===== src/rtl/vga_timing_receiver_pkg.sv =====
// Shared state encoding, default timing constants and counter helpers
// for the VGA timing receiver.
package vga_timing_receiver_pkg;

  typedef enum logic [1:0] {
    ST_SEARCH  = 2'd0,
    ST_MEASURE = 2'd1,
    ST_LOCKED  = 2'd2
  } rx_state_e;

  localparam int DEF_H_SYNC_CYC  = 96;
  localparam int DEF_H_SYNC_BACK = 48;
  localparam int DEF_H_SYNC_ACT  = 640;
  localparam int DEF_V_SYNC_CYC  = 2;
  localparam int DEF_V_SYNC_BACK = 32;
  localparam int DEF_V_SYNC_ACT  = 480;
  localparam int DEF_H_PERIOD    = 801;
  localparam int DEF_V_PERIOD    = 526;

  localparam int CNT_W = 11;
  localparam logic [CNT_W-1:0] CNT_MAX = '1;

  function automatic logic [CNT_W-1:0] sat_inc(input logic [CNT_W-1:0] v);
    return (v == CNT_MAX) ? v : v + 11'd1;
  endfunction

endpackage


===== src/rtl/vga_sync_edge.sv =====
// Registers one active-low sync input and flags its falling edge.
// History resets high so no edge is reported on the first cycle after reset.
module vga_sync_edge (
  input  logic clk_i,
  input  logic rst_i,
  input  logic sync_i,
  output logic fall_o
);

  logic sync_q;
  logic prev_q;

  always_ff @(posedge clk_i) begin
    if (rst_i) begin
      sync_q <= 1'b1;
      prev_q <= 1'b1;
    end else begin
      sync_q <= sync_i;
      prev_q <= sync_q;
    end
  end

  assign fall_o = prev_q & ~sync_q;

endmodule


===== src/rtl/vga_timing_receiver.sv =====
// VGA sink: measures line/frame periods, locks to the expected timing and
// recovers active-area coordinates and qualified pixels (2-clock latency).
module vga_timing_receiver
  import vga_timing_receiver_pkg::*;
#(
  parameter int H_SYNC_CYC  = DEF_H_SYNC_CYC,
  parameter int H_SYNC_BACK = DEF_H_SYNC_BACK,
  parameter int H_SYNC_ACT  = DEF_H_SYNC_ACT,
  parameter int V_SYNC_CYC  = DEF_V_SYNC_CYC,
  parameter int V_SYNC_BACK = DEF_V_SYNC_BACK,
  parameter int V_SYNC_ACT  = DEF_V_SYNC_ACT,
  parameter int H_PERIOD    = DEF_H_PERIOD,
  parameter int V_PERIOD    = DEF_V_PERIOD,
  parameter int H_TOL       = 1,
  parameter int LOCK_FRAMES = 2
) (
  input  logic        iCLK,
  input  logic        iRST,
  input  logic        iVGA_H_SYNC,
  input  logic        iVGA_V_SYNC,
  input  logic [9:0]  iVGA_R,
  input  logic [9:0]  iVGA_G,
  input  logic [9:0]  iVGA_B,
  output logic [9:0]  oCoord_X,
  output logic [9:0]  oCoord_Y,
  output logic        oPix_Valid,
  output logic [9:0]  oR,
  output logic [9:0]  oG,
  output logic [9:0]  oB,
  output logic        oFrame_Start,
  output logic        oLocked,
  output logic        oErr,
  output logic [10:0] oLine_Period,
  output logic [10:0] oFrame_Lines,
  output logic [1:0]  oDbg_State
);

  localparam logic [10:0] H_ACT_BEG = 11'(H_SYNC_CYC + H_SYNC_BACK);
  localparam logic [10:0] H_ACT_END = 11'(H_SYNC_CYC + H_SYNC_BACK + H_SYNC_ACT);
  localparam logic [10:0] V_ACT_BEG = 11'(V_SYNC_CYC + V_SYNC_BACK);
  localparam logic [10:0] V_ACT_END = 11'(V_SYNC_CYC + V_SYNC_BACK + V_SYNC_ACT);
  localparam logic [10:0] H_MIN     = 11'(H_PERIOD - H_TOL);
  localparam logic [10:0] H_MAX     = 11'(H_PERIOD + H_TOL);
  localparam logic [10:0] V_PER     = 11'(V_PERIOD);
  localparam logic [2:0]  LOCK_N    = 3'(LOCK_FRAMES);

  logic        h_fall, v_fall;
  logic [29:0] rgb_q;

  rx_state_e   state_q, state_d;
  logic [2:0]  good_q, good_d;
  logic        first_h_q, first_h_d;
  logic        line_bad_q, line_bad_d;
  logic [10:0] h_cnt_q, h_cnt_d, v_cnt_q, v_cnt_d;
  logic [10:0] line_period, frame_lines;
  logic        line_fail, frame_ok, active;

  logic        pix_valid_q, pix_valid_d;
  logic [9:0]  x_q, x_d, y_q, y_d;
  logic [9:0]  r_q, r_d, g_q, g_d, b_q, b_d;
  logic        fs_q, fs_d, err_q, err_d;
  logic [10:0] line_per_q, line_per_d, frame_lines_q, frame_lines_d;

  vga_sync_edge u_h_edge (.clk_i(iCLK), .rst_i(iRST), .sync_i(iVGA_H_SYNC), .fall_o(h_fall));
  vga_sync_edge u_v_edge (.clk_i(iCLK), .rst_i(iRST), .sync_i(iVGA_V_SYNC), .fall_o(v_fall));

  // h_cnt_d/v_cnt_d are the position of the pixel currently in the input register.
  always_comb begin
    h_cnt_d     = h_fall ? '0 : sat_inc(h_cnt_q);
    v_cnt_d     = v_fall ? '0 : (h_fall ? sat_inc(v_cnt_q) : v_cnt_q);
    line_period = sat_inc(h_cnt_q);
    frame_lines = sat_inc(v_cnt_q);
    line_fail   = h_fall && !first_h_q && ((line_period < H_MIN) || (line_period > H_MAX));
    // A failing line that ends exactly at vfall still belongs to the ending frame.
    frame_ok    = (frame_lines == V_PER) && !line_bad_q && !line_fail;
  end

  always_comb begin
    state_d = state_q;
    good_d  = good_q;
    err_d   = 1'b0;
    case (state_q)
      ST_SEARCH: begin
        if (v_fall) begin
          state_d = ST_MEASURE;
          good_d  = '0;
        end
      end
      ST_MEASURE: begin
        if (v_fall) begin
          if (frame_ok) begin
            good_d = good_q + 3'd1;
            if (good_q + 3'd1 == LOCK_N) state_d = ST_LOCKED;
          end else begin
            good_d = '0;
          end
        end
      end
      ST_LOCKED: begin
        // oErr is shown for one cycle while still locked, then lock drops.
        if (err_q) state_d = ST_SEARCH;
        else if (line_fail || (v_fall && !frame_ok) || (v_cnt_q == CNT_MAX)) err_d = 1'b1;
      end
      default: state_d = ST_SEARCH;
    endcase
  end

  always_comb begin
    first_h_d = first_h_q;
    if (state_q != ST_SEARCH && state_d == ST_SEARCH) first_h_d = 1'b1;
    else if (h_fall) first_h_d = 1'b0;
    line_bad_d = v_fall ? 1'b0 : (line_bad_q | line_fail);

    active = (state_q == ST_LOCKED)
          && (h_cnt_d >= H_ACT_BEG) && (h_cnt_d < H_ACT_END)
          && (v_cnt_d >= V_ACT_BEG) && (v_cnt_d < V_ACT_END);

    pix_valid_d   = active;
    x_d           = active ? (h_cnt_d[9:0] - H_ACT_BEG[9:0]) : x_q;
    y_d           = active ? (v_cnt_d[9:0] - V_ACT_BEG[9:0]) : y_q;
    r_d           = active ? rgb_q[29:20] : '0;
    g_d           = active ? rgb_q[19:10] : '0;
    b_d           = active ? rgb_q[9:0]   : '0;
    fs_d          = v_fall && (state_q == ST_LOCKED);
    line_per_d    = h_fall ? line_period : line_per_q;
    frame_lines_d = v_fall ? frame_lines : frame_lines_q;
  end

  always_ff @(posedge iCLK) begin
    if (iRST) begin
      state_q       <= ST_SEARCH;
      good_q        <= '0;
      first_h_q     <= 1'b1;
      line_bad_q    <= 1'b0;
      h_cnt_q       <= '0;
      v_cnt_q       <= '0;
      rgb_q         <= '0;
      pix_valid_q   <= 1'b0;
      x_q           <= '0;
      y_q           <= '0;
      r_q           <= '0;
      g_q           <= '0;
      b_q           <= '0;
      fs_q          <= 1'b0;
      err_q         <= 1'b0;
      line_per_q    <= '0;
      frame_lines_q <= '0;
    end else begin
      state_q       <= state_d;
      good_q        <= good_d;
      first_h_q     <= first_h_d;
      line_bad_q    <= line_bad_d;
      h_cnt_q       <= h_cnt_d;
      v_cnt_q       <= v_cnt_d;
      rgb_q         <= {iVGA_R, iVGA_G, iVGA_B};
      pix_valid_q   <= pix_valid_d;
      x_q           <= x_d;
      y_q           <= y_d;
      r_q           <= r_d;
      g_q           <= g_d;
      b_q           <= b_d;
      fs_q          <= fs_d;
      err_q         <= err_d;
      line_per_q    <= line_per_d;
      frame_lines_q <= frame_lines_d;
    end
  end

  assign oCoord_X     = x_q;
  assign oCoord_Y     = y_q;
  assign oPix_Valid   = pix_valid_q;
  assign oR           = r_q;
  assign oG           = g_q;
  assign oB           = b_q;
  assign oFrame_Start = fs_q;
  assign oLocked      = (state_q == ST_LOCKED);
  assign oErr         = err_q;
  assign oLine_Period = line_per_q;
  assign oFrame_Lines = frame_lines_q;
  assign oDbg_State   = state_q;

endmodule


===== config.mk =====
export PLATFORM = sky130hd
export DESIGN_NAME = vga_timing_receiver
export DESIGN_NICKNAME = d
export VERILOG_FILES = /design/src/rtl/vga_timing_receiver_pkg.sv /design/src/rtl/vga_sync_edge.sv /design/src/rtl/vga_timing_receiver.sv
export SDC_FILE = /design/constraint.sdc
export NUM_CORES = 1
export LEC_CHECK = 0
export ABC_AREA = 1
export ABC_CLOCK_PERIOD_IN_PS = 3370
export BUFFER_PORTS_ARGS = -buffer_cell sky130_fd_sc_hd__clkbuf_2
export CELL_PAD_IN_SITES_DETAIL_PLACEMENT = 0
export CELL_PAD_IN_SITES_GLOBAL_PLACEMENT = 1
export CORE_ASPECT_RATIO = 1.1
export CORE_MARGIN = 2
export CORE_UTILIZATION = 40
export DETAILED_ROUTE_END_ITERATION = 6
export GPL_TIMING_DRIVEN = 0
export PLACE_DENSITY = 0.85
export REMOVE_ABC_BUFFERS = 1
export SYNTH_ARGS = -nofsm -noshare
export SYNTH_HDL_FRONTEND = slang
export SYNTH_SLANG_ARGS = --single-unit

===== constraint.sdc =====
create_clock -name iCLK -period 3.37 [get_ports iCLK]
set_clock_uncertainty 0.2 [all_clocks]
set_input_delay 0.1685 -clock iCLK [delete_from_list [all_inputs] [get_ports iCLK]]
set_output_delay 0.1685 -clock iCLK [all_outputs]
set_load 0.02 [all_outputs]

==> run metrics, run 1 <==
outcome completed; final number of setup-violating endpoints 0; Hold Path Class reg2reg; dpl cell area 6650 um2; met2 Resource Use GR 0.306; Arr. time, crit path 3.27 ns; dpl hpwl 8970 um; Area Growth Syn to Fin 28.3%; peak fanout along the critical path 16; CP max-delay cell dfxtp_1; met3 Track Usage GR 0.0457; CTS tree built; final hold slack 0.210 ns; CTS root buffer clkbuf_16; Detail Route Antenna Nets 0; Die X-Extent 121 um; H-tree Lvls 4; FF+latch count, synth 138; Critical Path RT 3.53 ns; Worst Max-Slew Pin Slew 0.709 ns; Leak Pwr 3.59 nW; Largest stage delay, worst path 0.39 ns; P per Cell Area 506 nW/um2; most used cell, CP nand2_1; Worst Setup Start Kind register; fmax 321 MHz; share of post-route cells with drive strength above 1 0.248; Die Area 16100 um2; vias in the first global route 4865; clk slew on worst S/H paths 0.07 ns; # IOs 112; TritonCTS Sinks 138; GRT Util Overall 0.177; Peak supply drop 0.000303 V; GR Layer Usage met1 0.209; fillers 1458; maxcap violations 0; post-synthesis cell count 789; Buf/Inv on CP 3; routability congestion estimate 0.819; Seq/Total Area, Yosys 0.457; gr ovfl total 0; endpoints failing hold 0; drt wl/cell 12.1 um; cell family with most CP delay simple AND/OR/NAND/NOR gates; gr busiest metal met2; initial antenna violation count 0; period utilization 0.924; Crit Path Class reg2reg; Std-Cell Rows 47; Clk Latency, worst-skew pair 0.42 ns; Yosys warning count 0; Final Max Slew Viols 0; Starting Density 0.405; Routed WL 13800 um; DRT Pass-1 Iters 6; worst-path cell chain ha_2 > inv_1 > nor2_2 > nand3_4 > nand2_1 > nand2_1 > inv_1 > ha_1 > nand3_1 > nor2_1 > nand2_1 > nand3_1 > nand3_2 > nor2_4 > buf_12 > nand2_8 > nor2_1; synthesized area 6050 um2; core area 14900 um2; Slew Limit Headroom 0.527; fin nets 975; Die Y-Extent 133 um; # diodes 0; pin count of the biggest net entering global routing 67; syn_area_per_cell 7.66 um2; Final Instance Area 7760 um2; pre-CTS WS -1.15 ns; initial drt markers 266; Netlist cell types 35; CTS Buffer Depth 2; post-layout minimum cycle time 3.11 ns; clock buffer count from CTS 17; first-pass GRT wire length 22600 um; Tot Pwr 0.00393 W; PortBufs 111; Remaining DRCs 0; crit path setup slack, layout 0.257 ns; vias per cell 4.53; via count 5178; CP Capture Type register
placed cells by master, fill, tap and decap left out, drive strengths merged, types with 7 or more instances in the layout:
| cell type | instances |
|---|---|
| nor2 | 188 |
| nand2 | 141 |
| dfxtp | 138 |
| inv | 132 |
| clkbuf | 127 |
| nand3 | 69 |
| dlygate4sd3 | 33 |
| o21ai | 32 |
| a21oi | 22 |
| nand4 | 8 |
| buf | 8 |
| xor2 | 7 |
| ha | 7 |
flip-flops by register name (all words and copies together), names as in the netlist, 2 cells and up:
signal        count
rgb_q            30
h_cnt_q          11
oFrame_Lines     11
oLine_Period     11
v_cnt_q          11
oB               10
oCoord_X         10
oCoord_Y         10
oG               10
oR               10
good_q            3
oDbg_State        2
timing repair:
item	in CTS	in global routing
setup endpoints to repair	57	51
resized for setup	5	9
pin swaps	1	1
setup buffers	2	4
hold buffers	32	1
hold endpoints to repair	32	13
gates cloned	2	0
kinds of logic after synthesis:
logic type               after synthesis  synth area share
buffers and inverters                152             0.110
AO/OA/AOI/OAI                         62            0.0586
XOR/XNOR                              12            0.0174
AND/OR/NAND/NOR                      418             0.342
flip-flops                           138             0.457
adder cells (fa/ha/maj)                7            0.0145
area by class of cell:
cell class,count,area [um2],share of cell area
flip-flops and latches,138,2760,0.356
multi-input cells,501,2700,0.348
repair buffers,151,976,0.126
inverters,125,477,0.0614
clock buffers,17,425,0.0548
well taps,196,245,0.0316
clock inverters,15,174,0.0224
report_power, final:
part	total [W]	internal [W]	switching [W]
logic	0.000357	0.000125	0.000232
clock network	0.00187	0.00106	0.000811
registers	0.00170	0.00168	0.0000243
routing by layer:
layer | share of wire | vias up | wire length, um
li1 | - | 2716 | -
met1 | 0.44 | 2338 | 6080
met2 | 0.49 | 103 | 6770
met3 | 0.048 | 21 | 659
met4 | 0.020 | 0 | 274
met5 | 0 | - | 0
stage by stage:
stage          cells  utilization  setup TNS (ns)
6_report        1143        0.520               0
5_1_grt         1143        0.520         -0.0430
3_5_place_dp    1069        0.445          -45.46
3_3_place_gp    1069        0.445          -49.45
2_1_floorplan    762            -               0
4_1_cts         1137        0.512               0
cells in the mapped netlist:
master,instances,area share
buf_1,1,0.00062
nor2_1,144,0.089
nand3_2,12,0.020
a21oi_2,1,0.0014
nor3_1,6,0.0050
nand3_1,57,0.047
buf_12,3,0.0099
inv_2,5,0.0031
o21ai_0,26,0.022
buf_2,5,0.0041
clkinv_1,2,0.0012
o21ai_4,1,0.0027
nor2_2,11,0.011
inv_1,118,0.073
nand2_1,129,0.080
and2_1,3,0.0031
dfxtp_1,138,0.46
nor2_4,32,0.060
nand3b_1,2,0.0025
nand2_4,2,0.0037
o211ai_1,6,0.0074
buf_4,1,0.0012
nand4_1,8,0.0083
xor2_1,7,0.010
o21a_2,1,0.0014
o21bai_1,1,0.0012
nand2_2,9,0.0093
ha_1,7,0.014
o21ai_1,3,0.0025
a21oi_1,21,0.017
or2_2,3,0.0031
xnor2_1,5,0.0072
o21ai_2,2,0.0029
clkbuf_1,12,0.0074
buf_6,5,0.0093
worst reg2reg max path: stages (launching register included):
cell     delay (ns)
dfxtp_1        0.39
ha_2           0.26
inv_1          0.06
nor2_2         0.22
nand3_4        0.20
nand2_1        0.19
nand2_1        0.11
inv_1          0.11
ha_1           0.14
nand3_1        0.07
nor2_1         0.10
nand2_1        0.07
nand3_1        0.12
nand3_2        0.17
nor2_4         0.14
buf_12         0.14
nand2_8        0.17
nor2_1         0.17
worst paths after layout:
check             slack (ns)  cells past startpoint     to       start
hold reg to reg         0.21                      2  oB[9]    rgb_q[9]
setup reg to reg        0.26                     17  oB[9]  h_cnt_q[0]
hold / removal          0.21                      2  oB[9]    rgb_q[9]
setup / recovery        0.26                     17  oB[9]  h_cnt_q[0]
(Power assumes the default switching activity.)
==> run 2: changes to the inputs <==
--- a/config.mk
+++ b/config.mk
@@ -6,16 +6,16 @@
 export NUM_CORES = 1
 export LEC_CHECK = 0
 export ABC_AREA = 1
-export ABC_CLOCK_PERIOD_IN_PS = 3370
+export ABC_CLOCK_PERIOD_IN_PS = 4019
 export BUFFER_PORTS_ARGS = -buffer_cell sky130_fd_sc_hd__clkbuf_2
 export CELL_PAD_IN_SITES_DETAIL_PLACEMENT = 0
 export CELL_PAD_IN_SITES_GLOBAL_PLACEMENT = 1
 export CORE_ASPECT_RATIO = 1.1
 export CORE_MARGIN = 2
-export CORE_UTILIZATION = 40
+export CORE_UTILIZATION = 43
 export DETAILED_ROUTE_END_ITERATION = 6
 export GPL_TIMING_DRIVEN = 0
-export PLACE_DENSITY = 0.85
+export PLACE_DENSITY = 0.9
 export REMOVE_ABC_BUFFERS = 1
 export SYNTH_ARGS = -nofsm -noshare
 export SYNTH_HDL_FRONTEND = slang
==> constraint.sdc (replaced) <==
create_clock -name iCLK -period 4.02 [get_ports iCLK]
set_clock_uncertainty 0.2 [all_clocks]
set_input_delay 0.201 -clock iCLK [delete_from_list [all_inputs] [get_ports iCLK]]
set_output_delay 0.201 -clock iCLK [all_outputs]
set_load 0.02 [all_outputs]
==> run 2 against run 1 <==
Net effect:
- via count is 0.87% lower
- core utilization increased by 3.1 points
- critical path depth fell by 1
- sequential share of layout area up 0.75 points
- total power down 17%
- global-route usage grew 0.16 points
- largest power group unchanged
- highest routed layer unchanged
==> run metrics, run 2 (synthesis results as in run 1) <==
Most flops, register rgb_q; H-tree Lvls 4 (unchanged); setup_tns 0 ns (unchanged); DRT Pass-1 Iters 4 (-2); CP endpoint oG[7]; CTS tree built; fillers 1293 (-11%); max reg flops 30 (unchanged); worst r2r dst oG[7]; P per Cell Area 428 nW/um2 (-16%); endpoints failing hold 0 (unchanged); drt wl/cell 11.8 um (-2.4%); first-pass GRT wire length 21300 um (-5.7%); final number of setup-violating endpoints 0 (unchanged); # diodes 0 (unchanged); GR Layer Usage met1 0.206 (-0.00304); dpl cell area 6640 um2 (-0.15%); via count 5133 (-0.87%); peak fanout along the critical path 15 (-1); clock buffer count from CTS 17 (unchanged); CTS root buffer clkbuf_16; Peak supply drop 0.000204 V (-33%); Detail Route Antenna Nets 0 (unchanged); Std-Cell Rows 45 (-4.3%); Arr. time, crit path 3.78 ns (+0.51 ns); gr busiest metal met2; RSZ-0062 raised after global routing false; CTS Buffer Depth 2 (unchanged); Die Y-Extent 128 um (-3.4%); outcome completed; Worst Setup Start Kind register; vias in the first global route 4761 (-2.1%); most common cell after layout, fill and taps aside nor2_1; clk slew on worst S/H paths 0.06 ns (about the same); Area Growth Syn to Fin 25.7%; vias per cell 4.55 (+0.45%); reg2reg start v_cnt_q[1]; pre-CTS WS -0.531 ns (+0.615 ns); Clk Latency, worst-skew pair 0.41 ns (about the same); initial drt markers 193 (-27%); CP Capture Type register; fmax 275 MHz (-14%); Remaining DRCs 0 (unchanged); period utilization 0.906 (-0.0181); Crit Path Class reg2reg; Setup crit start v_cnt_q[1]; fin nets 968 (-0.72%); post-CTS setup repair buffer count 0 (-2); routability congestion estimate 0.828 (+1.1%); PortBufs 111 (unchanged); Reg2Reg Depth 16 (-1); commonest non-fill, non-tap cells in the layout nor2_1 (144), dfxtp_1 (138), nand2_1 (129), inv_1 (118), clkbuf_2 (110); share of post-route cells with drive strength above 1 0.240 (-0.00773); TritonCTS Sinks 138 (unchanged); Slew Limit Headroom 0.441 (-0.0860); met3 Track Usage GR 0.0457 (about the same); Final Max Slew Viols 0 (unchanged); met2 Resource Use GR 0.319 (+0.0137); Final Instance Area 7600 um2 (-2.1%); crit path setup slack, layout 0.380 ns (+0.122 ns); FF-to-FF setup slack 0.38 ns (+0.12 ns); dpl hpwl 8780 um (-2.1%); # IOs 112 (unchanged); non-filler cells, final 1128 (-1.3%); Hold Path Class in2reg; pin count of the biggest net entering global routing 67 (unchanged); # placed instances 1061 (-0.75%); Routed WL 13300 um (-3.6%); Die X-Extent 117 um (-3.4%); maxcap violations 0 (unchanged); Leak Pwr 3.56 nW (-0.93%); post-layout minimum cycle time 3.64 ns (+0.528 ns); Die Area 15000 um2 (-6.8%); GRT Util Overall 0.178 (+0.00159); initial antenna violation count 0 (unchanged); Critical Path RT 4.16 ns (+0.63 ns); Starting Density 0.438 (+0.0335); core area 13800 um2 (-7.6%); gr ovfl total 0 (unchanged); Worst Max-Slew Pin Slew 0.837 ns (+0.129 ns)
[run 2: changes by cell type in the layout (fill, tap and decap cells not counted), moves of 2 or more]
| cell | before | now |
|---|---|---|
| buf_4 | 4 | 0 |
| inv_8 | 6 | 3 |
| buf_12 | 3 | 1 |
| inv_2 | 4 | 6 |
| inv_6 | 4 | 6 |
| nand3_4 | 2 | 0 |
[run 2: critical path: stages, from the launching register on]
cell and delay, ns:
dfxtp_1 0.40, ha_1 0.24, nand2_2 0.11, nor2_4 0.16
nand3_2 0.29, nand2_1 0.16, nand3_1 0.10, nand2_2 0.15
ha_1 0.17, nand2_1 0.10, nor2_1 0.15, nand3_1 0.10
nand2_1 0.10, nand3_2 0.13, nor2_4 0.43, nand2_4 0.39
nor2_4 0.16
[run 2: per-stage QoR]
step	utilization	hold slack (ns)	total power, W
6_report	0.551	0.0734	0.00325
5_1_grt	0.551	0.0887	0.00339
4_1_cts	0.548	0.231	0.00329
3_5_place_dp	0.481	0.188	0.00172
3_3_place_gp	0.481	0.185	0.00171
2_1_floorplan	-	0.0701	0.00163
[run 2: worst min path at each step]
stage | startpoint | end | slack [ns] | cells after the start
after floorplan | iRST | good_q[0] | 0.07 | 1
after global placement | iVGA_H_SYNC | u_h_edge.sync_q | 0.18 | 2
after detailed placement | iVGA_H_SYNC | u_h_edge.sync_q | 0.19 | 2
after CTS | rgb_q[9] | oB[9] | 0.23 | 2
after global routing | iRST | v_cnt_q[6] | 0.09 | 2
final | iRST | v_cnt_q[3] | 0.07 | 2
[run 2: cell type report]
class                      count  area (um2)  area share
clock buffer                  18         439      0.0578
inverter                     125         469      0.0617
tap                          188         235      0.0310
timing repair buffer         144         896       0.118
clock inverter                14         149      0.0196
multi-input combinational    501        2650       0.349
sequential                   138        2760       0.364
[run 2: timing repair]
item                                    CTS  global route
cloned                                    0             2
hold endpoints to repair                 32             0
pin swaps                                 0             1
endpoints found under the setup margin    5            31
hold buffers                             32             0
resized for setup                         1             1
[run 2: routing by layer]
metal  vias up  routed length, um
met5         -                  0
met3        11                621
li1       2701                  -
met4         0                148
met2       123               6590
met1      2298               5920
[run 2: power breakdown]
group	leakage, nW	switching [W]	internal (W)
logic	2.15	0.000189	0.000102
registers	1.13	0.0000198	0.00141
clock network	0.285	0.000639	0.000893
total	3.56	0.000848	0.00240
